### src/rtl/keyexpansion_core.sv
// AES-128 key expansion: one 128-bit round key per clock, all 11 round keys on out.
// Optional busy output is enabled by defining KEYEXPANSION_BUSY_EN.

module keyexpansion_sbox (
    input  logic [7:0] a,
    output logic [7:0] y
);
    localparam logic [0:255][7:0] SBOX = {
        128'h637c777bf26b6fc53001672bfed7ab76, 128'hca82c97dfa5947f0add4a2af9ca472c0,
        128'hb7fd9326363ff7cc34a5e5f171d83115, 128'h04c723c31896059a071280e2eb27b275,
        128'h09832c1a1b6e5aa0523bd6b329e32f84, 128'h53d100ed20fcb15b6acbbe394a4c58cf,
        128'hd0efaafb434d338545f9027f503c9fa8, 128'h51a3408f929d38f5bcb6da2110fff3d2,
        128'hcd0c13ec5f974417c4a77e3d645d1973, 128'h60814fdc222a908846eeb814de5e0bdb,
        128'he0323a0a4906245cc2d3ac629195e479, 128'he7c8376d8dd54ea96c56f4ea657aae08,
        128'hba78252e1ca6b4c6e8dd741f4bbd8b8a, 128'h703eb5664803f60e613557b986c11d9e,
        128'he1f8981169d98e949b1e87e9ce5528df, 128'h8ca1890dbfe6426841992d0fb054bb16
    };

    assign y = SBOX[a];
endmodule

module keyexpansion_core (
    input  logic          clk,
    input  logic          rst,
    input  logic [127:0]  key,
    input  logic          start,
    output logic          finish,
`ifdef KEYEXPANSION_BUSY_EN
    output logic          busy,
`endif
    output logic [1407:0] out
);
    typedef enum logic [1:0] {IDLE, EXPAND, DONE} state_t;

    state_t              state, state_nxt;
    logic [3:0]          rcnt;
    logic [0:10][127:0]  rk;
    logic [127:0]        last;
    logic [31:0]         rot, sub, temp;
    logic [7:0]          rcon;
    logic [127:0]        nxt;

    // Word schedule step for four consecutive words, chained off the previous round key.
    assign rot = {last[23:0], last[31:24]};

    for (genvar g = 0; g < 4; g++) begin : g_sbox
        keyexpansion_sbox u_sbox (.a(rot[8*g +: 8]), .y(sub[8*g +: 8]));
    end

    always_comb begin
        rcon = 8'h00;
        case (rcnt)
            4'd1:    rcon = 8'h01;
            4'd2:    rcon = 8'h02;
            4'd3:    rcon = 8'h04;
            4'd4:    rcon = 8'h08;
            4'd5:    rcon = 8'h10;
            4'd6:    rcon = 8'h20;
            4'd7:    rcon = 8'h40;
            4'd8:    rcon = 8'h80;
            4'd9:    rcon = 8'h1b;
            4'd10:   rcon = 8'h36;
            default: rcon = 8'h00;
        endcase
    end

    assign temp           = sub ^ {rcon, 24'h0};
    assign nxt[127:96]    = last[127:96] ^ temp;
    assign nxt[95:64]     = last[95:64]  ^ nxt[127:96];
    assign nxt[63:32]     = last[63:32]  ^ nxt[95:64];
    assign nxt[31:0]      = last[31:0]   ^ nxt[63:32];

    always_ff @(posedge clk or negedge rst) begin
        if (!rst) state <= IDLE;
        else      state <= state_nxt;
    end

    always_comb begin
        state_nxt = state;
        case (state)
            IDLE, DONE: if (start) state_nxt = EXPAND;
            EXPAND:     if (rcnt == 4'd10) state_nxt = DONE;
            default:    state_nxt = IDLE;
        endcase
    end

    always_ff @(posedge clk or negedge rst) begin
        if (!rst) begin
            rcnt <= 4'd0;
            rk   <= '0;
            last <= '0;
        end else begin
            case (state)
                IDLE, DONE: begin
                    if (start) begin
                        rk    <= '0;
                        rk[0] <= key;
                        last  <= key;
                        rcnt  <= 4'd1;
                    end
                end
                EXPAND: begin
                    rk[rcnt] <= nxt;
                    last     <= nxt;
                    if (rcnt != 4'd10) rcnt <= rcnt + 4'd1;
                end
                default: ;
            endcase
        end
    end

    assign finish = (state == DONE);
    assign out    = rk;
`ifdef KEYEXPANSION_BUSY_EN
    assign busy   = (state == EXPAND);
`endif
endmodule

### config.mk
export PLATFORM = sky130hd
export DESIGN_NAME = keyexpansion_core
export DESIGN_NICKNAME = d
export VERILOG_FILES = /design/src/rtl/keyexpansion_core.sv
export SDC_FILE = /design/constraint.sdc
export NUM_CORES = 2
export LEC_CHECK = 0
export CAP_MARGIN = 20
export CORE_AREA = 2 2 607 609
export DETAILED_ROUTE_END_ITERATION = 10
export DIE_AREA = 0 0 609 611
export PLACE_DENSITY = 0.43
export SLEW_MARGIN = 20
export SYNTH_ARGS = -nofsm -noshare
export SYNTH_HDL_FRONTEND = slang
export SYNTH_SLANG_ARGS = --single-unit
export TNS_END_PERCENT = 30
### constraint.sdc
create_clock -name clk -period 5.28 [get_ports clk]
set_input_delay 1.056 -clock clk [delete_from_list [all_inputs] [get_ports clk]]
set_output_delay 1.056 -clock clk [all_outputs]
set_load 0.03 [all_outputs]
Word-level counts from Yosys, hierarchy flattened
Memory sizes are Yosys's and may differ from the RTL's. Index checks and enable logic that the tools add are counted.

Add/subtract/negate cells: 1. Multipliers: 0. Divide/modulo/power cells: 0. $lt $le $gt $ge: 6. Eq/ne operators: 7. Shifts and indexed selects: 0. Mux-type cells: 21. Bitwise logic cells: 10. Reductions and logical operators: 7.

Operators by type and width (count): case mux 1408 bit (2 select lines) (1); bitwise mux 1408 bit (1); 2-to-1 mux 1408 bit (1); demux 128 bit (select 4 bit) (1); 2-to-1 mux 128 bit (2); case mux 128 bit (2 select lines) (1); XOR 32 bit (5); 2-to-1 mux 8 bit (8); >= comparator 9 bit (second input constant) (4); NOT 8 -> 9 bit (4); 2-to-1 mux 4 bit (2); case mux 4 bit (2 select lines) (1); inequality test 2 bit (second input constant) (3); >= comparator 5 bit (second input constant) (1); < comparator 5 x 1 -> 1 bit (second input constant) (1); NOT 4 -> 5 bit (1); adder 4 x 1 -> 4 bit (second input constant) (1); == test 4 bit (second input constant) (1); 2-to-1 mux 2 bit (2); inequality test 4 bit (second input constant) (1); case mux 2 bit (2 select lines) (1); AND reduction 2 bit (2); AND reduction 3 bit (1); == test 2 x 1 -> 1 bit (second input constant) (1); other kinds (5) (5).

Flip-flop bits (word level): 1542. Bits in latches: 0. RAM bits: 0. ROM bits: 8320. Input port bits: 131. Output and inout port bits: 1409. Word-level logic and storage cells: 71. Memories: 5.

Memory list: (name not given) (words 256, bits a word 8, read ports 1, clocked after memory_dff 0, write ports 0, RTL line 19) `assign y = SBOX[a];`; (name not given) (words 256, bits a word 8, read ports 1, clocked after memory_dff 0, write ports 0, RTL line 19); (name not given) (words 256, bits a word 8, read ports 1, clocked after memory_dff 0, write ports 0, RTL line 19); (name not given) (words 256, bits a word 8, read ports 1, clocked after memory_dff 0, write ports 0, RTL line 19); (name not given) (words 16, bits a word 8, read ports 1, clocked after memory_dff 0, write ports 0, RTL line 52) `case (rcnt)`.

Logic depth before layout (Yosys ltp)
Depth after elaboration: 11. Gate-level depth with buffers: 16. Gate-level depth less buffers: 11.

Cells and area by module
A second synthesis with hierarchy kept.

Cells, all modules: 6746. Area, all modules: 71673.7 um^2.

By module, submodules not included: keyexpansion_core (times used 1, cells each 4618, area an instance 58806.4 um^2, sequential area each 38587.0 um^2); keyexpansion_sbox (times used 4, cells each 532, area an instance 3216.8 um^2, sequential area each 0.0 um^2).

Least setup slack after synthesis
No wires, ideal clock.

Path kind: flip-flop to flip-flop. Start point: reg last[25]. End point: reg rk (netlist bit out[1025]). Setup time: 0.121 ns. Arrival: 3.918 ns. Required time: 5.159 ns. Slack: 1.241 ns. Cell stages (with the launch flop): 15. Buffers on the path: 4. Clock period less this slack: 4.039 ns. Path through: dfrtp_1 -> buf_2 -> buf_2 -> clkinv_1 -> ha_1 -> clkbuf_1 -> and2b_1 -> o21ai_1 -> o31ai_1 -> mux4_2 -> o311a_1 -> a211oi_4 -> xnor3_1 -> buf_2 -> a22o_1.

Word-level cells in the longest chain between the ends: 11.

RTL lines: from (decl) (RTL line 38) `logic [127:0] last;`; from (signal assigned) (RTL line 98) `last <= key;`; from (signal assigned) (RTL line 104) `last <= nxt;`; NOT 8 -> 9 bit (not written as such) (RTL line 19); memory (256 x 8 bit); 2-to-1 mux 8 bit (not written as such) (2 in series) (RTL line 19); XOR 32 bit (RTL line 67) `assign temp = sub ^ {rcon, 24'h0};`; XOR 32 bit (RTL line 68) `assign nxt[127:96] = last[127:96] ^ temp;`; XOR 32 bit (RTL line 69) `assign nxt[95:64] = last[95:64] ^ nxt[127:96];`; XOR 32 bit (RTL line 70) `assign nxt[63:32] = last[63:32] ^ nxt[95:64];`; XOR 32 bit (RTL line 71) `assign nxt[31:0] = last[31:0] ^ nxt[63:32];`; bitwise mux 1408 bit (RTL line 103) `rk[rcnt] <= nxt;`; case mux 1408 bit (2 select lines) (RTL line 93) `case (state)`; to (signal, indexed assignment) (RTL line 103); to (decl) (RTL line 37) `logic [0:10][127:0] rk;`.

No other way between the ends. The select of a mux whose other input is x is not followed. A chain may end at the register's enable or synchronous reset.

Worst setup path after layout
Start point: reg last[27]. End point: reg rk (netlist bit out[900]).

The elaborated chain is that of the path after synthesis.

==> results summary <==
Following the worst setup path forward leads to its endpoint at out[900]. The capturing element type of the critical path is a flop. The worst-case clock buffer depth came out at 4. The final estimated routing congestion in global placement came out at 0.934. The worst setup path is launched from a flop. The reg-to-reg setup timing slack came out at 370 ps.

The wire length after detailed routing is 543 mm. The global routing stage identified its most utilized layer as met2. The met1 usage is 33.7%. The count of boundary I/O pins came out at 1540. Of the cells placed in the final design, the portion with a size suffix greater than 1 is 12.3%. The number of endpoints with negative hold slack in the final report is 0. The total negative slack came out at 0 ps. The yosys synthesis warning count is 0. The post-detailed-route DRC marker count is 0. The relative slew slack is 22.1%. The DRC violation total after the first TritonRoute iteration came out at 7428.

By instance count, the cell type seen most on the critical path is sky130_fd_sc_hd__buf_12. The minimum period implied by the final worst setup slack came out at 4910 ps. Data on the critical path is required at its endpoint by 6090 ps. The endpoint identified for the worst register-to-register timing path is out[900].

The number of optimization iterations in the first detailed-route pass came out at 7. The library cell with the largest summed area after synthesis is sky130_fd_sc_hd__dfrtp_1. The sum of net half-perimeters after detailed placement is 403 mm. The met3 layer usage reported by global route is 5.99%. The number of cells on the critical path is 11. The count of maximum capacitance violations is 0. The final net count came out at 9348. The worst reg2reg path depth is 11.

By area the synthesized netlist is led by sky130_fd_sc_hd__dfrtp_1 (51%), sky130_fd_sc_hd__o21ai_0 (8.3%), sky130_fd_sc_hd__nand3_1 (6.5%). The timing-limited maximum frequency came out at 0.204 GHz. The actual transition at the worst max-transition pin is 1170 ps.

For this configuration, the core starts out at a cell density of 20.5%. Once layout is done, the placed cells without fillers occupy 0.106 sq mm. The master of the slowest instance on the critical path is sky130_fd_sc_hd__o311ai_0. TritonCTS built the clock tree. The number of filler instances in the final layout is 38.3k. Dividing the final minimum period by the clock period gives 93.0%. The share of synthesized registers carrying an async set or reset came out at 100%. The number of library cell types mapped by synthesis came out at 117. The tree is rooted in a sky130_fd_sc_hd__clkbuf_16. The average wire length per cell after detail routing is 38.3 um. The die is 609 um wide. In this run the core area contains 222 standard-cell rows.

Setup violations remaining at the end of the flow were counted as 0. The arrival time at the worst endpoint is 5720 ps. Traced cell by cell, the critical path runs through and2_0 -> nor3_1 -> o311ai_0 -> o31ai_1 -> a221oi_1 -> a21o_1 -> buf_12 -> xnor3_2 -> xnor2_2 -> buf_12 -> a22o_1. The clock sink total came out at 1542. Setup repair after global routing left no endpoint under its margin. The hold buffer count at cts came out at 0. The number of global-route vias before repair is 71.1k. The delay contributed by the slowest stage of the critical path is 820 ps. The count of buffer and inverter cells on the critical path came out at 2. The largest fanout on the critical path came out at 25.

The die height came out at 611 um. The total CTS buffers is 194. The number of H-tree levels is 4. The overall track demand over capacity in global routing is 28.0%. The routed via count divided by cell count is 5.19. The aggregate global routing overflow came out at 0.

The post-detailed-route count of antenna-violating nets came out at 0. The post-synthesis area per instance came out at 9.66 sq um. Of the synthesized area, sequential elements account for 51.5%. The number of buffers inserted by port buffering came out at 1539. The commonest cells after synthesis are sky130_fd_sc_hd__dfrtp_1 (1542), sky130_fd_sc_hd__o21ai_0 (1248), sky130_fd_sc_hd__nand3_1 (976).

The die covers 0.372 sq mm. The number of enable flip-flop cells after synthesis is 0. Summing all flip-flop and latch instances after layout gives 0.0386 sq mm. The number of antenna violations at the first check in global routing is 63. The total standard cell area after synthesis is 0.0750 sq mm. Cells fill 29.1% of the core in the end.

The number of vias in the routed layout is 73.5k. The most common cell in the synthesized netlist is sky130_fd_sc_hd__dfrtp_1. The total setup buffers inserted after CTS is 0.

The min-delay analysis places its worst path in the category in -> async. The clock insertion delay at the later pin of the skew report came out at 950 ps. Summing all placed instances gives a cell area of 0.0993 sq mm.

The family of cells with the greatest summed delay on the critical path is compound AO/OA/AOI/OAI gates. The classification of the worst setup path is reg -> reg. Counting every instance in the synthesized netlist gives 7765. The number of slew-limit violations in the final report came out at 0. In the synthesized netlist the dominant register cell turns out to be sky130_fd_sc_hd__dfrtp_1. The total area inside the core boundary comes to 0.365 sq mm. Global routing used 46.2% of the available met2 tracks. The area growth from synthesis to layout is 41.5%. Across the routed clock network, the largest skew measured is 111 ps.

The first-pass GRT wire length came out at 709 mm. After clock tree synthesis, the clock-pin slew on the worst setup and hold paths is 60 ps. In this run the critical register-to-register path is launched from last[27].

The run finished with clean final reports. The multi-input combinational cell area is 0.0337 sq mm. After synthesis the netlist holds a flip-flop and latch count of 1542. The count of cells resized by post-cts repair is 0. Entering global routing, the biggest net connects 227 pins. The source of the critical timing path is last[27]. The number of nets in the synthesized netlist is 7957. The portion of synthesized cell area occupied by the leading cell type came out at 51.5%.
-- worst min path at each step --
stage	end	slack [ps]	cells past startpoint
3_5_place_dp	out[1385]	460	1
4_1_cts	out[550]	130	1
2_1_floorplan	last[114]	480	2
3_3_place_gp	out[756]	460	2
5_1_grt	out[46]	130	1
6_report	out[550]	110	1
-- layout make-up --
cell class                 instances  share of cell area [%]
sequential                      1542                    36.4
multi-input combinational       5287                    31.8
timing repair buffer            2063                    19.5
tap                             4816                    5.68
clock buffer                     293                    5.45
clock inverter                    60                   0.842
inverter                          68                   0.242
antenna                           43                   0.101
-- cells by family after synthesis --
group,after synthesis,synth area share (%)
XOR/XNOR,197,2.94
buffers and inverters,936,5.37
multiplexers,92,1.96
AO/OA/AOI/OAI,2628,22.2
AND/OR/NAND/NOR,2308,15.0
flip-flops,1542,51.5
adder cells (fa/ha/maj),62,1.03
-- flip-flops by register name (all words and copies together), names as in the netlist --
signal	flops
out	1408
last	128
rcnt	4
state	2
-- through the flow --
step | setup slack (ps) | hold slack [ps] | instances
global route | 274 | 126 | 14100
floorplan | 1240 | 481 | 7765
global placement | 259 | 461 | 13800
CTS | 448 | 130 | 14100
finish | 368 | 110 | 14200
detailed placement | 447 | 464 | 13800
-- cell usage in the layout (no fill, tap or decap), types with 46 or more instances in the layout --
| cell type | count |
|---|---|
| sky130_fd_sc_hd__a21oi_1 | 297 |
| sky130_fd_sc_hd__xnor2_2 | 47 |
| sky130_fd_sc_hd__inv_1 | 55 |
| sky130_fd_sc_hd__nor2b_1 | 89 |
| sky130_fd_sc_hd__a22o_1 | 233 |
| sky130_fd_sc_hd__o22ai_1 | 60 |
| sky130_fd_sc_hd__ha_1 | 61 |
| sky130_fd_sc_hd__clkdlybuf4s50_1 | 1538 |
| sky130_fd_sc_hd__clkbuf_8 | 54 |
| sky130_fd_sc_hd__clkbuf_16 | 195 |
| sky130_fd_sc_hd__a31oi_1 | 59 |
| sky130_fd_sc_hd__and2_1 | 49 |
| sky130_fd_sc_hd__xnor2_1 | 66 |
| sky130_fd_sc_hd__nand2_1 | 499 |
| sky130_fd_sc_hd__nand2b_1 | 120 |
| sky130_fd_sc_hd__nor2_1 | 260 |
| sky130_fd_sc_hd__dfrtp_1 | 1531 |
| sky130_fd_sc_hd__nor3_1 | 86 |
| sky130_fd_sc_hd__buf_12 | 107 |
| sky130_fd_sc_hd__a211oi_1 | 60 |
| sky130_fd_sc_hd__o21ai_0 | 1247 |
| sky130_fd_sc_hd__o211ai_1 | 46 |
| sky130_fd_sc_hd__nand3_1 | 975 |
| sky130_fd_sc_hd__a21o_1 | 53 |
| sky130_fd_sc_hd__buf_4 | 416 |
| sky130_fd_sc_hd__o21ai_1 | 68 |
-- layer usage --
layer	share of wire [%]	up-vias
li1	-	31000
met1	39	38300
met2	47	3422
met3	6.8	725
met4	6.7	14
met5	0.017	-
Power is left out: the tool's default activity adds up to more than one toggle a clock period on the data nets, which glitch-free logic cannot reach.
